**src/rtl/cplx_frame_feeder.sv**
```systemverilog
// Buffers packed complex samples in a small FIFO and feeds them, one frame of FRAME_LEN at a time, to a clear-on-zero accumulator.
// Optional macro CPLX_FEEDER_PRESCALE_EN: arithmetic >>>2 on each component before output.
module cplx_frame_feeder #(
    parameter int FRAME_LEN  = 8,
    parameter int FIFO_DEPTH = 4
) (
    input  logic        clk,
    input  logic        rst,
    input  logic [31:0] s_data,
    input  logic        s_valid,
    output logic        s_ready,
    output logic [31:0] val_out,
    output logic        ce,
    output logic        frame_done
);
    localparam int AW = $clog2(FIFO_DEPTH);
    localparam logic [AW:0] FULL_OCC = (AW+1)'(FIFO_DEPTH);
    localparam logic [7:0]  LAST_IDX = 8'(FRAME_LEN - 1);

    typedef enum logic [1:0] {CLEAR, STREAM, DONE} state_t;

    state_t         state;
    logic [7:0]     count;
    logic [31:0]    mem [FIFO_DEPTH];
    logic [AW-1:0]  wr_ptr;
    logic [AW-1:0]  rd_ptr;
    logic [AW:0]    occ;
    logic           full;
    logic           empty;
    logic           push;
    logic           pop;
    logic [31:0]    head;
    logic [31:0]    word;

    assign full    = (occ == FULL_OCC);
    assign empty   = (occ == '0);
    assign s_ready = !rst && !full;
    assign push    = s_valid && s_ready;
    assign pop     = (state == STREAM) && !empty;
    assign head    = mem[rd_ptr];

`ifdef CPLX_FEEDER_PRESCALE_EN
    logic signed [15:0] re_sh;
    logic signed [15:0] im_sh;
    assign re_sh = $signed(head[31:16]) >>> 2;
    assign im_sh = $signed(head[15:0]) >>> 2;
    assign word  = {re_sh, im_sh};
`else
    assign word  = head;
`endif

    always_ff @(posedge clk) begin
        if (push) begin
            mem[wr_ptr] <= s_data;
        end
    end

    // Pointers wrap naturally because FIFO_DEPTH is a power of two.
    always_ff @(posedge clk or posedge rst) begin
        if (rst) begin
            wr_ptr <= '0;
            rd_ptr <= '0;
            occ    <= '0;
        end else begin
            if (push) wr_ptr <= wr_ptr + 1'b1;
            if (pop)  rd_ptr <= rd_ptr + 1'b1;
            case ({push, pop})
                2'b10:   occ <= occ + 1'b1;
                2'b01:   occ <= occ - 1'b1;
                default: occ <= occ;
            endcase
        end
    end

    always_ff @(posedge clk or posedge rst) begin
        if (rst) begin
            state      <= CLEAR;
            count      <= '0;
            val_out    <= '0;
            ce         <= 1'b0;
            frame_done <= 1'b0;
        end else begin
            case (state)
                CLEAR: begin
                    val_out    <= '0;
                    ce         <= 1'b0;
                    frame_done <= 1'b0;
                    count      <= '0;
                    state      <= STREAM;
                end
                STREAM: begin
                    frame_done <= 1'b0;
                    if (pop) begin
                        count <= count + 1'b1;
                        // A zero word would clear the accumulator, so zeros are counted but not emitted.
                        if (word != '0) begin
                            val_out <= word;
                            ce      <= 1'b1;
                        end else begin
                            ce      <= 1'b0;
                        end
                        if (count == LAST_IDX) state <= DONE;
                    end else begin
                        ce <= 1'b0;
                    end
                end
                DONE: begin
                    ce         <= 1'b0;
                    frame_done <= 1'b1;
                    state      <= CLEAR;
                end
                default: begin
                    ce         <= 1'b0;
                    frame_done <= 1'b0;
                    state      <= CLEAR;
                end
            endcase
        end
    end
endmodule

```
**config.mk**
```make
export PLATFORM = sky130hd
export DESIGN_NAME = cplx_frame_feeder
export DESIGN_NICKNAME = d
export VERILOG_FILES = /design/src/rtl/cplx_frame_feeder.sv
export SDC_FILE = /design/constraint.sdc
export NUM_CORES = 1
export LEC_CHECK = 0
export CAP_MARGIN = 20
export CORE_ASPECT_RATIO = 0.7
export CORE_UTILIZATION = 30
export DETAILED_ROUTE_END_ITERATION = 10
export HOLD_SLACK_MARGIN = 0.15
export PLACE_DENSITY_LB_ADDON = 0.25
export SLEW_MARGIN = 10
export SYNTH_ARGS = -nofsm -noshare
export SYNTH_HDL_FRONTEND = slang
export SYNTH_SLANG_ARGS = --single-unit
```
**constraint.sdc**
```tcl
create_clock -name clk -period 2.9 [get_ports clk]
set_input_delay 0.435 -clock clk [delete_from_list [all_inputs] [get_ports clk]]
set_output_delay 0.435 -clock clk [all_outputs]
set_load 0.01 [all_outputs]
```
* Word-level counts from Yosys, hierarchy flattened
Memories as Yosys holds them, arrays and structs flattened.
Cells that the tools add are included.
** Word-level totals
- Register bits after elaboration :: 51
- RAM bits :: 128
- Bits of input ports :: 35
- Output and inout bits :: 35
- Logic and storage cells :: 52
- Memories :: 1
** Memory list
- mem :: words 4, bits a word 32, rd ports 1, clocked after memory_dff 0, write ports 1, line 24 : logic [31:0] mem [FIFO_DEPTH];
** Cells by class
- Add/sub/neg operators :: 5
- Eq/ne operators :: 9
- Mux-type cells :: 15
- Reductions and logical operators :: 14
** Operator list (number)
- $mux W32 :: 2
- $pmux W32 S2 :: 1
- $reduce_bool A32 Y1 :: 1
- $pmux W8 S2 :: 1
- $add A8 B1 Y8 const B :: 1
- $eq A8 B3 Y1 const B :: 1
- $mux W8 :: 1
- $mux W1 :: 6
- $pmux W3 S2 :: 1
- $add A2 B1 Y2 const B :: 2
- $eq A2 B1 Y1 const B :: 2
- $eq A2 B2 Y1 const B :: 2
- $mux W2 :: 2
- $ne A2 B1 Y1 const B :: 2
- $pmux W2 S2 :: 1
- $reduce_and A2 Y1 :: 2
- $reduce_bool A2 Y1 :: 2
- $add A3 B1 Y3 const B :: 1
- $eq A3 B3 Y1 const B :: 1
- $logic_and A1 B1 Y1 :: 3
- $logic_not A1 Y1 :: 3
- $logic_not A3 Y1 :: 1
- $reduce_and A3 Y1 :: 1
- $sub A3 B1 Y3 const B :: 1
- other kinds (2) :: 2

* Depth between registers and ports, before layout
- Depth in word-level cells :: 6
- Gate-level depth with buffers :: 9
- Mapped depth without buffers :: 9

* Worst setup path before layout
No wires, ideal clock.
- Path kind :: reg-to-reg
- Start point :: register rd_ptr[0]
- End point :: register val_out[10]
- Library setup time :: 125 ps
- Data arrival time :: 2351 ps
- Data required time :: 2775 ps
- Slack :: 423 ps
- Cell stages (with the launch flop) :: 9
- Path buffers :: 3
- Period minus slack after synthesis :: 2477 ps
- Cell sequence :: dfrtp_1 > buf_6 > buf_6 > mux4_1 > nor4_1 > nand4_1 > o21ai_4 > buf_6 > mux2_4
** On the way
- Cells in the longest elaborated chain, start to end :: 4
- Elaborated cells on any way between the ends :: 7
- Those cells by class :: eq/ne: 1; mux: 3; reduce/logical: 2; memory: 1
** Ends and longest elaborated chain
- start, declared :: line 26 : logic [AW-1:0] rd_ptr;
- start signal, assigned :: line 66 : if (pop) rd_ptr <= rd_ptr + 1'b1;
- $mem_v2 Z4 W32 *
- $reduce_bool A32 Y1 / $mux W32 (equally long branches) :: line 96 : if (word != '0) begin
- $ne A2 B1 Y1 (no line) / $mux W32 (equally long branches)
- $reduce_and A3 Y1 (no line) / $pmux W32 S2 (equally long branches)
- end signal, assigned :: line 97 : val_out <= word;
- end, declared :: line 12 : output logic [31:0] val_out,
Every way passes the cells marked *; elsewhere a longest branch is shown, timed or not. The select of a mux whose other input is x is not followed.
A chain may end at the register's enable or synchronous reset.

* Worst setup path after layout
- Start point :: register rd_ptr[0]
- End point :: register val_out[18]
Same word-level chain as after synthesis.

==> results.py <==
metrics = {
    "global_route": {
        "grt_usage_pct": 13.0,
        "grt_pass1_wl_um": 23500,
        "grt_max_degree": 36,
        "overflow": 0,
        "antenna_found_initial": 0,
        "grt_pass1_vias": 3906,
    },
    "synth": {
        "synth_xor_area_share_pct": 0.968,
        "synth-edff-count": 128,
        "synthMuxAreaShare_pct": 17.5,
        "synthSimpleGateAreaFrac_pct": 6.14,
        "synth-main-ff-cell": "edfxtp_1",
        "syn_area_per_cell_um2": 19.5,
        "synth_top_family_by_area": "multiplexers",
        "synth_top_area_share_pct": 53.1,
        "seq_area_frac_synth_pct": 70.7,
        "synth-seq-cells": 179,
        "netlist_area_um2": 7240,
        "syn_nets": 414,
        "async_flop_share_pct": 28.5,
        "synth_fa_ha_area_share_pct": 1.31,
        "yosys_warnings": 0,
        "synth_compound_area_share_pct": 1.45,
        "yosysUniqueCellTypes": 36,
        "post-synth-top-area-cell": "edfxtp_1",
        "yosys-top-cells-area": "edfxtp_1, dfrtp_1, mux4_1, mux2_4, mux4_2",
        "synth_cells": 372,
    },
    "drt": {
        "drt-met1-wl_um": 7370,
        "drc_errors": 0,
        "routed-via-count": 3644,
        "wl_met3_um": 669,
        "viasPerCell": 4.57,
        "top_layer_used": "met4",
        "wl_per_cell_um": 18.9,
        "wl_met2_um": 6930,
        "wirelength_um": 15100,
        "drtAntennaViolNets": 0,
        "drt_iter0_markers": 177,
        "firstDrtPassIters": 5,
    },
    "worst_setup_path": {
        "path_cells": "buf_12 -> mux4_2 -> nor4_4 -> buf_4 -> nand4_1 -> o21ai_4 -> buf_12 -> mux2_4",
        "critPathKind": "reg2reg",
        "reg2reg_depth": 8,
        "cpMostUsedCell": "buf_12",
        "start_kind": "register",
        "max_stage_delay_ns": 0.55,
        "cp_num_cells": 8,
        "path_buf_inv": 3,
        "worstPathMaxFanout": 22,
        "arrival_ns": 3.07,
        "critPathRequiredTime_ns": 3.20,
        "cp-end-kind": "register",
        "path_delay_family": "multiplexers",
        "cpMaxStageDelayCell": "mux4_2",
    },
    "power_and_ir_drop": {
        "ir_worst_vdd_mv": 0.553,
        "power_density_nw_per_um2": 1050,
        "p_leak_uw": 0.00330,
    },
    "layout": {
        "nFillCells": 2180,
        "layout_commonest_cell": "edfxtp_1",
        "utilization_pct": 38.5,
        "layout-drive-gt1-share_pct": 22.8,
        "finalNonFillerCells": 797,
        "num_antenna_cells": 0,
        "area_delta_synth_final_pct": 25.8,
        "layout_common_cells": "edfxtp_1, clkdlybuf4s50_1, dfrtp_1",
        "num-nets-final": 508,
    },
    "flow_run": {
        "maxCapViolations": 0,
    },
    "hold_path": {
        "hp-class": "in2async",
    },
    "placed_design": {
        "pre_cts_slack_ns": -0.200,
        "finalWeightedCongestion": 0.724,
        "io_buffer_count": 69,
        "hpwl_um": 9850,
        "post-place-cells": 765,
    },
    "clock_network": {
        "root_buffer": "clkbuf_16",
        "clockBufferDepth": 2,
        "htreeDepth": 4,
        "cts_tree": "done",
        "cts_buffers": 17,
        "cts_setup_buffers": 0,
        "path_clk_slew_ns": 0.07,
        "cts_sinks": 179,
        "clk_latency_ns": 0.43,
        "cts-hold-fix-buffers": 0,
    },
    "timing": {
        "period_minus_slack_ns": 2.78,
        "timing.final.crit_share_pct": 95.8,
        "timing.hold.ws_ns": 0.408,
        "setup_viol": 0,
        "tightest_slew_ns": 0.538,
        "drv_slew": 0,
        "report.final.hold_viol_count": 0,
        "fin_ws_ns": 0.122,
        "rsz0062_at_grt": "true",
        "clock_skew_ns": 0.0184,
        "timing.slew.headroom_pct": 64.1,
        "max_freq_mhz": 360,
    },
    "floorplanning": {
        "pin_count": 70,
        "core_um2": 23600,
        "die_h_um": 132,
        "fp.dieArea_um2": 24800,
        "chipWidth_um": 188,
        "initial_core_util_pct": 30.6,
        "num_rows": 47,
    },
    "status": {
        "outcome": "finished, final reports clean",
    },
}
## Yosys cell counts (5+ instances only)
master and count:
and2b_1 17, buf_6 5, dfrtp_1 51, edfxtp_1 128
ha_1 6, inv_1 7, mux2_4 29, mux4_1 17
mux4_2 15, nand2_1 10, nor2_1 8, nor2b_1 17
nor4_1 8, o21ai_0 7, xnor2_1 5
## power by group
group | internal (uW) | switching, uW | leakage (uW)
Sequential | 3310 | 298 | 0.00177
Clock | 1240 | 972 | 0.000292
Combinational | 2140 | 1600 | 0.00124
Total | 6680 | 2870 | 0.00330
## logic make-up (layout without fill, tap and decap cells)
family | after synthesis | after routing
AOI/OAI and AO/OA | 16 | 16
xor gates and xnor gates | 8 | 8
adders and majority gates | 7 | 7
buffers and inverters | 22 | 129
DFF | 179 | 179
muxes | 65 | 65
and+or+nand+nor | 75 | 75
## through the flow
step                setup TNS, ns  instance area (um^2)  power, uW
floorplan                       0                  7240       6020
global placement            -3.56                  8490       7330
detailed placement          -5.35                  8490       7400
CTS                             0                  9080       9670
global route               -0.246                  9110      10100
finish                          0                  9110       9550
## layout make-up
type | instances | area [um^2] | area share [%]
clock inverters | 11 | 83.8 | 0.921
repair buffers | 90 | 968 | 10.6
inverters | 7 | 26.3 | 0.289
multi-input cells | 171 | 2020 | 22.1
flip-flops and latches | 179 | 5120 | 56.2
clock buffers | 21 | 493 | 5.41
well taps | 318 | 398 | 4.37
## final timing paths
check / startpoint / to / slack (ns)
worst min-delay path: rst / frame_done / 0.41
worst max register to register: rd_ptr[0] / val_out[18] / 0.12
max in group asynchronous: rst / rd_ptr[0] / 1.91
worst max-delay path: rd_ptr[0] / val_out[18] / 0.12
worst min register to register: count[0] / count[0] / 0.53
min in group clk: count[0] / count[0] / 0.53
## sequential cells by signal, summed over array words and instances (netlist names)
register and flops:
frame_done 1, occ 3, mem 128, state 2, count 8, wr_ptr 2
ce 1, val_out 32, rd_ptr 2
## timing repair
action	in CTS	in global routing
hold endpoints to repair	0	0
resized for setup	3	4
pin swaps	0	0
endpoints found under the setup margin	32	32
## routing by layer
metal | global-route usage [%] | up-vias
met5 | 0 | -
met1 | 17.8 | 1910
met2 | 20.3 | 82
met4 | 2.98 | 0
li1 | - | 1642
met3 | 3.83 | 10
Note: power is estimated with default switching activity, not from simulation.
